## src/rtl/mux8_rr_arbiter.sv

```systemverilog
// mux8_rr_arbiter: round-robin arbiter and sequencer for a shared 8:1 single-bit mux.
// Eight requesters compete for the mux. One owner is granted at a time. A tenure ends
// when the owner drops its request or after MAX_HOLD cycles. The scan then restarts
// just above the last owner, so no requester can starve the others.
//
// Ports:
//   clk      in   system clock, rising edge
//   rst_n    in   asynchronous active-low reset
//   req      in   [7:0] request vector, bit i = requester i
//   d        in   [7:0] mux data inputs, bit i belongs to requester i
//   gnt      out  [7:0] registered one-hot grant, zero when idle
//   sel      out  [2:0] registered mux select (index of the granted requester)
//   y        out  d[sel] while y_valid, else 0 (combinational from sel)
//   y_valid  out  high while a grant is active
module mux8_rr_arbiter #(
    parameter int unsigned MAX_HOLD = 4,  // 1..15
    parameter int unsigned CNT_W    = 4   // 2**CNT_W > MAX_HOLD
) (
    input  logic       clk,
    input  logic       rst_n,
    input  logic [7:0] req,
    input  logic [7:0] d,
    output logic [7:0] gnt,
    output logic [2:0] sel,
    output logic       y,
    output logic       y_valid
);

    typedef enum logic [0:0] {StIdle, StGrant} state_e;

    localparam logic [CNT_W-1:0] HoldLast = CNT_W'(MAX_HOLD - 1);

    state_e             state_q, state_d;
    logic [7:0]         gnt_q, gnt_d;
    logic [2:0]         sel_q, sel_d;
    logic [2:0]         ptr_q, ptr_d;
    logic [CNT_W-1:0]   hold_q, hold_d;

    logic               rel;
    logic               win_found;
    logic [2:0]         win_idx;
    logic [2:0]         scan_idx;

    always_comb begin
        state_d   = state_q;
        gnt_d     = gnt_q;
        sel_d     = sel_q;
        ptr_d     = ptr_q;
        hold_d    = hold_q;
        win_found = 1'b0;
        win_idx   = 3'd0;
        scan_idx  = 3'd0;

        rel = (state_q == StGrant) && (!req[sel_q] || (hold_q == HoldLast));

        // The pointer moves only on release; re-arbitration in the same edge uses the new value.
        if (rel) begin
            ptr_d = sel_q + 3'd1;
        end

        // Scan from the farthest offset down, so the closest requester to ptr_d wins last.
        for (int i = 7; i >= 0; i--) begin
            scan_idx = ptr_d + 3'(i);
            if (req[scan_idx]) begin
                win_found = 1'b1;
                win_idx   = scan_idx;
            end
        end

        unique case (state_q)
            StIdle: begin
                if (win_found) begin
                    state_d = StGrant;
                    gnt_d   = 8'd1 << win_idx;
                    sel_d   = win_idx;
                    hold_d  = '0;
                end
            end
            StGrant: begin
                if (!rel) begin
                    hold_d = hold_q + CNT_W'(1);
                end else if (win_found) begin
                    // Back-to-back tenure, including a lone owner winning again.
                    gnt_d  = 8'd1 << win_idx;
                    sel_d  = win_idx;
                    hold_d = '0;
                end else begin
                    state_d = StIdle;
                    gnt_d   = 8'd0;
                    hold_d  = '0;
                end
            end
            default: begin
                state_d = StIdle;
                gnt_d   = 8'd0;
                hold_d  = '0;
            end
        endcase
    end

    always_ff @(posedge clk or negedge rst_n) begin
        if (!rst_n) begin
            state_q <= StIdle;
            gnt_q   <= 8'd0;
            sel_q   <= 3'd0;
            ptr_q   <= 3'd0;
            hold_q  <= '0;
        end else begin
            state_q <= state_d;
            gnt_q   <= gnt_d;
            sel_q   <= sel_d;
            ptr_q   <= ptr_d;
            hold_q  <= hold_d;
        end
    end

    assign gnt     = gnt_q;
    assign sel     = sel_q;
    assign y_valid = (state_q == StGrant);
    assign y       = y_valid ? d[sel_q] : 1'b0;

endmodule

```

## config.mk

```make
export PLATFORM = sky130hd
export DESIGN_NAME = mux8_rr_arbiter
export DESIGN_NICKNAME = d
export VERILOG_FILES = /design/src/rtl/mux8_rr_arbiter.sv
export SDC_FILE = /design/constraint.sdc
export NUM_CORES = 1
export LEC_CHECK = 0
export BUFFER_PORTS_ARGS = -buffer_cell sky130_fd_sc_hd__clkbuf_2
export CORE_MARGIN = 2
export CORE_UTILIZATION = 35
export CTS_BUF_LIST = sky130_fd_sc_hd__clkbuf_8
export DETAILED_ROUTE_END_ITERATION = 8
export GPL_ROUTABILITY_DRIVEN = 0
export PLACE_DENSITY = 0.51
export SYNTH_ARGS = -nofsm -noshare
export SYNTH_HDL_FRONTEND = slang
export SYNTH_SLANG_ARGS = --single-unit
```

## constraint.sdc

```tcl
create_clock -name clk -period 6 [get_ports clk]
set_clock_uncertainty 0.2 [all_clocks]
set_input_delay 1.2 -clock clk [delete_from_list [all_inputs] [get_ports clk]]
set_output_delay 1.2 -clock clk [all_outputs]
set_load 0.02 [all_outputs]
```

Word level (Yosys, flattened, before mapping)
Index checks and enable logic that the tools add are counted.

Register bits: 19. Input port bits: 18. Word-level logic and storage cells: 83.

Add/sub/neg operators: 9. Mux-type cells: 51. Equal/unequal tests: 3. Reduce and logical (&&, ||, !) cells: 4. $lt $le $gt $ge: 9. Bitwise gates (word level): 1. Shifts and indexed selects: 1.

Operator list (number): less-than comparator 3 x 4 -> 1 bit, second input constant (9); 2-to-1 mux 3 bit (11); binary-select mux 1 bit (select 3 bit) (10); 2-to-1 mux 8 bit (3); 2-to-1 mux 1 bit (21); case mux 8 bit (2 select lines) (1); adder 3 bit, second input constant (4); 2-to-1 mux 4 bit (2); case mux 4 bit (2 select lines) (1); left shift 1 x 3 -> 8 bit, first input constant (1); adder 3 x 1 -> 3 bit, second input constant (2); adder 3 x 2 -> 3 bit, second input constant (2); case mux 3 bit (2 select lines) (1); adder 4 x 1 -> 4 bit, second input constant (1); == test 4 x 2 -> 1 bit, second input constant (1); != test 2 x 1 -> 1 bit, second input constant (1); != test 2 bit, second input constant (1); case mux 1 bit (2 select lines) (1); AND reduction 2 bit (1); logical AND 1 bit (1); zero test 1 bit (1); logical OR 1 bit (1); inverter 1 bit (1).

Logic depth before layout (Yosys ltp)
Depth in word-level cells: 21. Mapped depth: 18.

Worst setup path after synthesis
OpenSTA, ideal clock, no wires.

Kind: input-to-reg. Start: input req[0]. End: register gnt_q[4] (netlist: gnt[4]). Arrival time: 5.119 ns. Stages: 16. Slack: 0.559 ns. Path buffers: 4. Path through: buf_2 mux2i_1 a2bb2o_4 buf_2 o31ai_4 mux2_2 inv_1 buf_2 ha_1 clkbuf_1 clkinv_1 mux4_2 a21o_1 a211o_1 a211o_1 a32o_1.

Cells in the longest elaborated chain, start to end: 21.

RTL lines: from (decl) (line 21) `input logic [7:0] req,`; binary-select mux 1 bit (select 3 bit) * (line 54) `rel = (state_q == StGrant) && (!req[sel_q] || (hold_q == HoldLast));`; 2-to-1 mux 1 bit (implied by the code) * (line 54); zero test 1 bit * (line 54); logical OR 1 bit * (line 54); logical AND 1 bit * (line 54); 2-to-1 mux 3 bit * (line 57) `if (rel) begin`; via ptr_d[1] (line 36) `logic [2:0] ptr_q, ptr_d;`; adder 3 bit (line 63) `scan_idx = ptr_d + 3'(i);`; binary-select mux 1 bit (select 3 bit) (line 64) `if (req[scan_idx]) begin`; 2-to-1 mux 1 bit (implied by the code) (line 64); 2-to-1 mux 3 bit (8 in series) (line 64); left shift 1 x 3 -> 8 bit (line 74, 84); 2-to-1 mux 8 bit (line 82) `end else if (win_found) begin`; 2-to-1 mux 8 bit (line 80) `if (!rel) begin`; case mux 8 bit (2 select lines) (line 70) `unique case (state_q)`; to (signal assigned) (line 110) `gnt_q <= gnt_d;`; to (decl) (line 34) `logic [7:0] gnt_q, gnt_d;`.

Mark *: on every way through the listed nets, which the timed path passes. The rest lies on a longest branch. The select of a mux whose other input is x is not followed. A chain may end at the register's enable or synchronous reset.

Final worst setup path
Start: input req[0]. End: register gnt_q[7] (netlist: gnt[7]).

Same word-level chain as after synthesis.

==> flow_summary.json <==
{
  "tritoncts_num_sinks": 19,
  "critical_path_class": "in -> reg",
  "area_growth_pct": 11.2,
  "route.detailed.vias_per_inst": 6.30,
  "timing.critical_path.to": "gnt[7]",
  "placed_area_um2": 2480,
  "startpoint": "req[0]",
  "rr_worst_depth": 15,
  "die-height_um": 84.5,
  "cts.root.buffer_cell": "clkbuf_8",
  "crit_required_ns": 6.00,
  "post_layout_minimum_cycle_time_ns": 5.24,
  "standard_cell_row_count": 29,
  "worst_slew_margin_rel_pct": 46.4,
  "grt_max_degree": 21,
  "start_util_pct": 35.9,
  "ys.flop_type": "dfrtp_1",
  "ioPinCount": 31,
  "totalNegativeSetupSlack_ns": 0,
  "finalNetCount": 314,
  "worstReg2RegStart": "sel[0]",
  "globalRouteOverflowTotal": 0,
  "route.antenna.remaining_nets": 0,
  "cts_buffers": 3,
  "worst_pin_slew_ns": 0.794,
  "synth-edff-count": 0,
  "synthDistinctLibCells": 63,
  "ys_async_sr_fraction_pct": 100,
  "finalHoldViolations": 0,
  "num_vias": 2318,
  "syn_area_um2": 2270,
  "final_cell_area_um2": 2520,
  "library_cell_occupying_the_most_area_in_the_post_synthesis_netlist": "dfrtp_1",
  "regArea_um2": 475,
  "layout.filler_cells": 653,
  "tritoncts": "built",
  "htree_num_levels": 1,
  "register_to_register_setup_slack_ns": 0.92,
  "cts.repair_timing.setup_buffer_count": 0,
  "rr_endpoint": "gnt[7]",
  "timing.fmax_ghz": 0.191,
  "layout-drive-gt1-share_pct": 22.7,
  "synthesis.yosys.warnings": 0,
  "cp-start-kind": "primary input",
  "grt_pass1_wl_um": 10700,
  "yosys.cell_count.top_type": "nand2_1",
  "class_of_the_tightest_hold_or_removal_check": "reg -> reg",
  "worstPathCellList": "clkbuf_2 -> mux2i_1 -> a2bb2o_4 -> o31ai_4 -> mux2_2 -> inv_1 -> ha_1 -> clkinv_1 -> a211oi_1 -> buf_4 -> nor2_1 -> o21ai_0 -> a21oi_1 -> o221ai_1 -> nor2b_1 -> a32o_1",
  "worst_ep_arrival_time_ns": 5.24,
  "maxSlewViolCount": 0,
  "detailed_place_hpwl_um": 4930,
  "route.final.wire_length_um": 6380,
  "cts_buffer_depth": 2,
  "cell_class_contributing_the_biggest_share_of_worst_path_delay": "compound AO/OA/AOI/OAI gates",
  "post_cts_resized": 0,
  "syn_nets": 289,
  "worst_skew_pair.late_latency_ns": 0.25,
  "n_diodes": 0,
  "drt-pass1-iter-count": 5,
  "cp_num_cells": 16,
  "syn-mean-instance-area_um2": 8.50,
  "initial_antenna_violation_count": 0,
  "multi_input_comb_area_um2": 1690,
  "fin_util_pct": 40.0,
  "synth_top_cells_by_area": "dfrtp_1 21%, mux4_2 6.0%, nand2_1 5.0%, mux2i_1 4.0%, mux2_2 4.0%",
  "post-synth-top-area-fraction_pct": 21.0,
  "synth.cells.most_frequent": "30 x nand2_1, 19 x dfrtp_1, 17 x o21ai_0, 12 x nor2_1",
  "endpoint_kind": "flop",
  "drv_cap": 0,
  "detailedRoute.firstIterationViolations": 126,
  "timing.hold.ws_ns": 0.283,
  "die_area_um2": 7140,
  "period_share_pct": 87.4,
  "cts.clk_slew.worst_paths_ns": 0.07,
  "yosys_register_bits": 19,
  "avgRoutedWirePerCell_um": 17.3,
  "timing.final.setup_violations": 0,
  "rsz0062_at_grt": "no",
  "status": "finished clean",
  "drcViolationCount": 0,
  "crit_buf_inv": 4,
  "worst_path_largest_cell_delay_ns": 0.46,
  "cts-hold-fix-buffers": 0,
  "synthCells": 267,
  "chipWidth_um": 84.5,
  "port_buffers": 30,
  "critical_path.max_fanout": 11,
  "floorplan.core_area_um2": 6310,
  "synth_seq_area_share_pct": 21.0,
  "grt_pass1_vias": 2151,
  "grt.total_usage_pct": 18.0,
  "cp_max_delay_cell": "mux2_2"
}
## final cells by class
| class | instances | share of cell area [%] |
|---|---|---|
| clock inverter | 1 | 0.198 |
| clock buffer | 3 | 1.64 |
| tap | 77 | 3.82 |
| timing repair buffer | 33 | 6.85 |
| sequential | 19 | 18.8 |
| inverter | 12 | 1.79 |
| multi-input combinational | 223 | 66.9 |
## placed cells by master, fill, tap and decap left out, types with 2 or more instances in the layout
master     n
clkbuf_8   3
nand2_1   30
o21a_1     4
inv_1     10
mux2_4     2
nand2b_1   3
a22oi_1    5
o311ai_0   2
nand4_1    6
o211ai_1   6
nand3_1    6
mux2i_1    9
o22ai_1   11
or2_2      2
mux2_2     8
o21ai_1    3
nor2b_1    6
o21ai_0   17
and2_1     2
o221ai_1   2
xnor2_1    2
a21oi_1   11
nor3_1     5
dfrtp_1   19
buf_4      3
a32o_1     7
ha_1       4
o31ai_1    9
nor2_1    12
mux4_2     6
a21boi_0   3
a211oi_1   5
clkbuf_2  30
a21o_1     2
a211o_1    2
a31oi_1    3
or2_1      2
a221oi_1   2
a311oi_1   3
## metal layers
layer,GRT usage (%),routed length [um],vias to the layer above
met5,0,0,-
met4,5.77,171,0
met3,2.85,350,13
met2,27.6,2840,84
met1,25.9,3020,1114
li1,-,-,1107
## worst min path at each step
stage / from / cells past startpoint / slack [ns] / end
after floorplan: hold_q[1] / 2 / 0.28 / hold_q[1]
after global placement: gnt[0] / 2 / 0.28 / gnt[0]
after detailed placement: gnt[0] / 2 / 0.27 / gnt[0]
after CTS: gnt[0] / 2 / 0.29 / gnt[0]
after global routing: gnt[4] / 1 / 0.33 / gnt[4]
final: gnt[3] / 2 / 0.28 / gnt[3]
## worst reg2reg max path, cell delays in order, from the launching register on
cell	delay, ns
dfrtp_1	0.83
mux2_2	0.47
o22ai_4	0.28
o31ai_4	0.13
mux2_2	0.38
inv_1	0.08
ha_1	0.56
clkinv_1	0.35
a211oi_1	0.28
buf_4	0.18
nor2_1	0.04
o21ai_0	0.18
a21oi_1	0.08
o221ai_1	0.40
nor2b_1	0.36
a32o_1	0.21
## cells by family (layout without fill, tap and decap cells)
logic type               after synthesis  in the layout  share of synthesized area [%]
buffers and inverters                 25             49                           4.69
AO/OA/AOI/OAI                        110            110                           36.6
multiplexers                          25             25                           15.2
adder cells (fa/ha/maj)                4              4                           2.21
AND/OR/NAND/NOR                       80             80                           17.6
XOR/XNOR                               4              4                           2.70
flip-flops                            19             19                           21.0
## flip-flops by register name, indices dropped and copies added, names as in the netlist
signal and count:
y_valid 1, sel 3, gnt 8, ptr_q 3
hold_q 4
## stage by stage
step,std cells,setup WS [ns]
floorplan,267,0.559
global placement,364,0.566
detailed placement,364,0.558
CTS,368,0.787
global route,368,0.377
finish,368,0.757
Power is not shown: default switching activity piles up to over one toggle a cycle in this logic, so the estimate is an artifact.
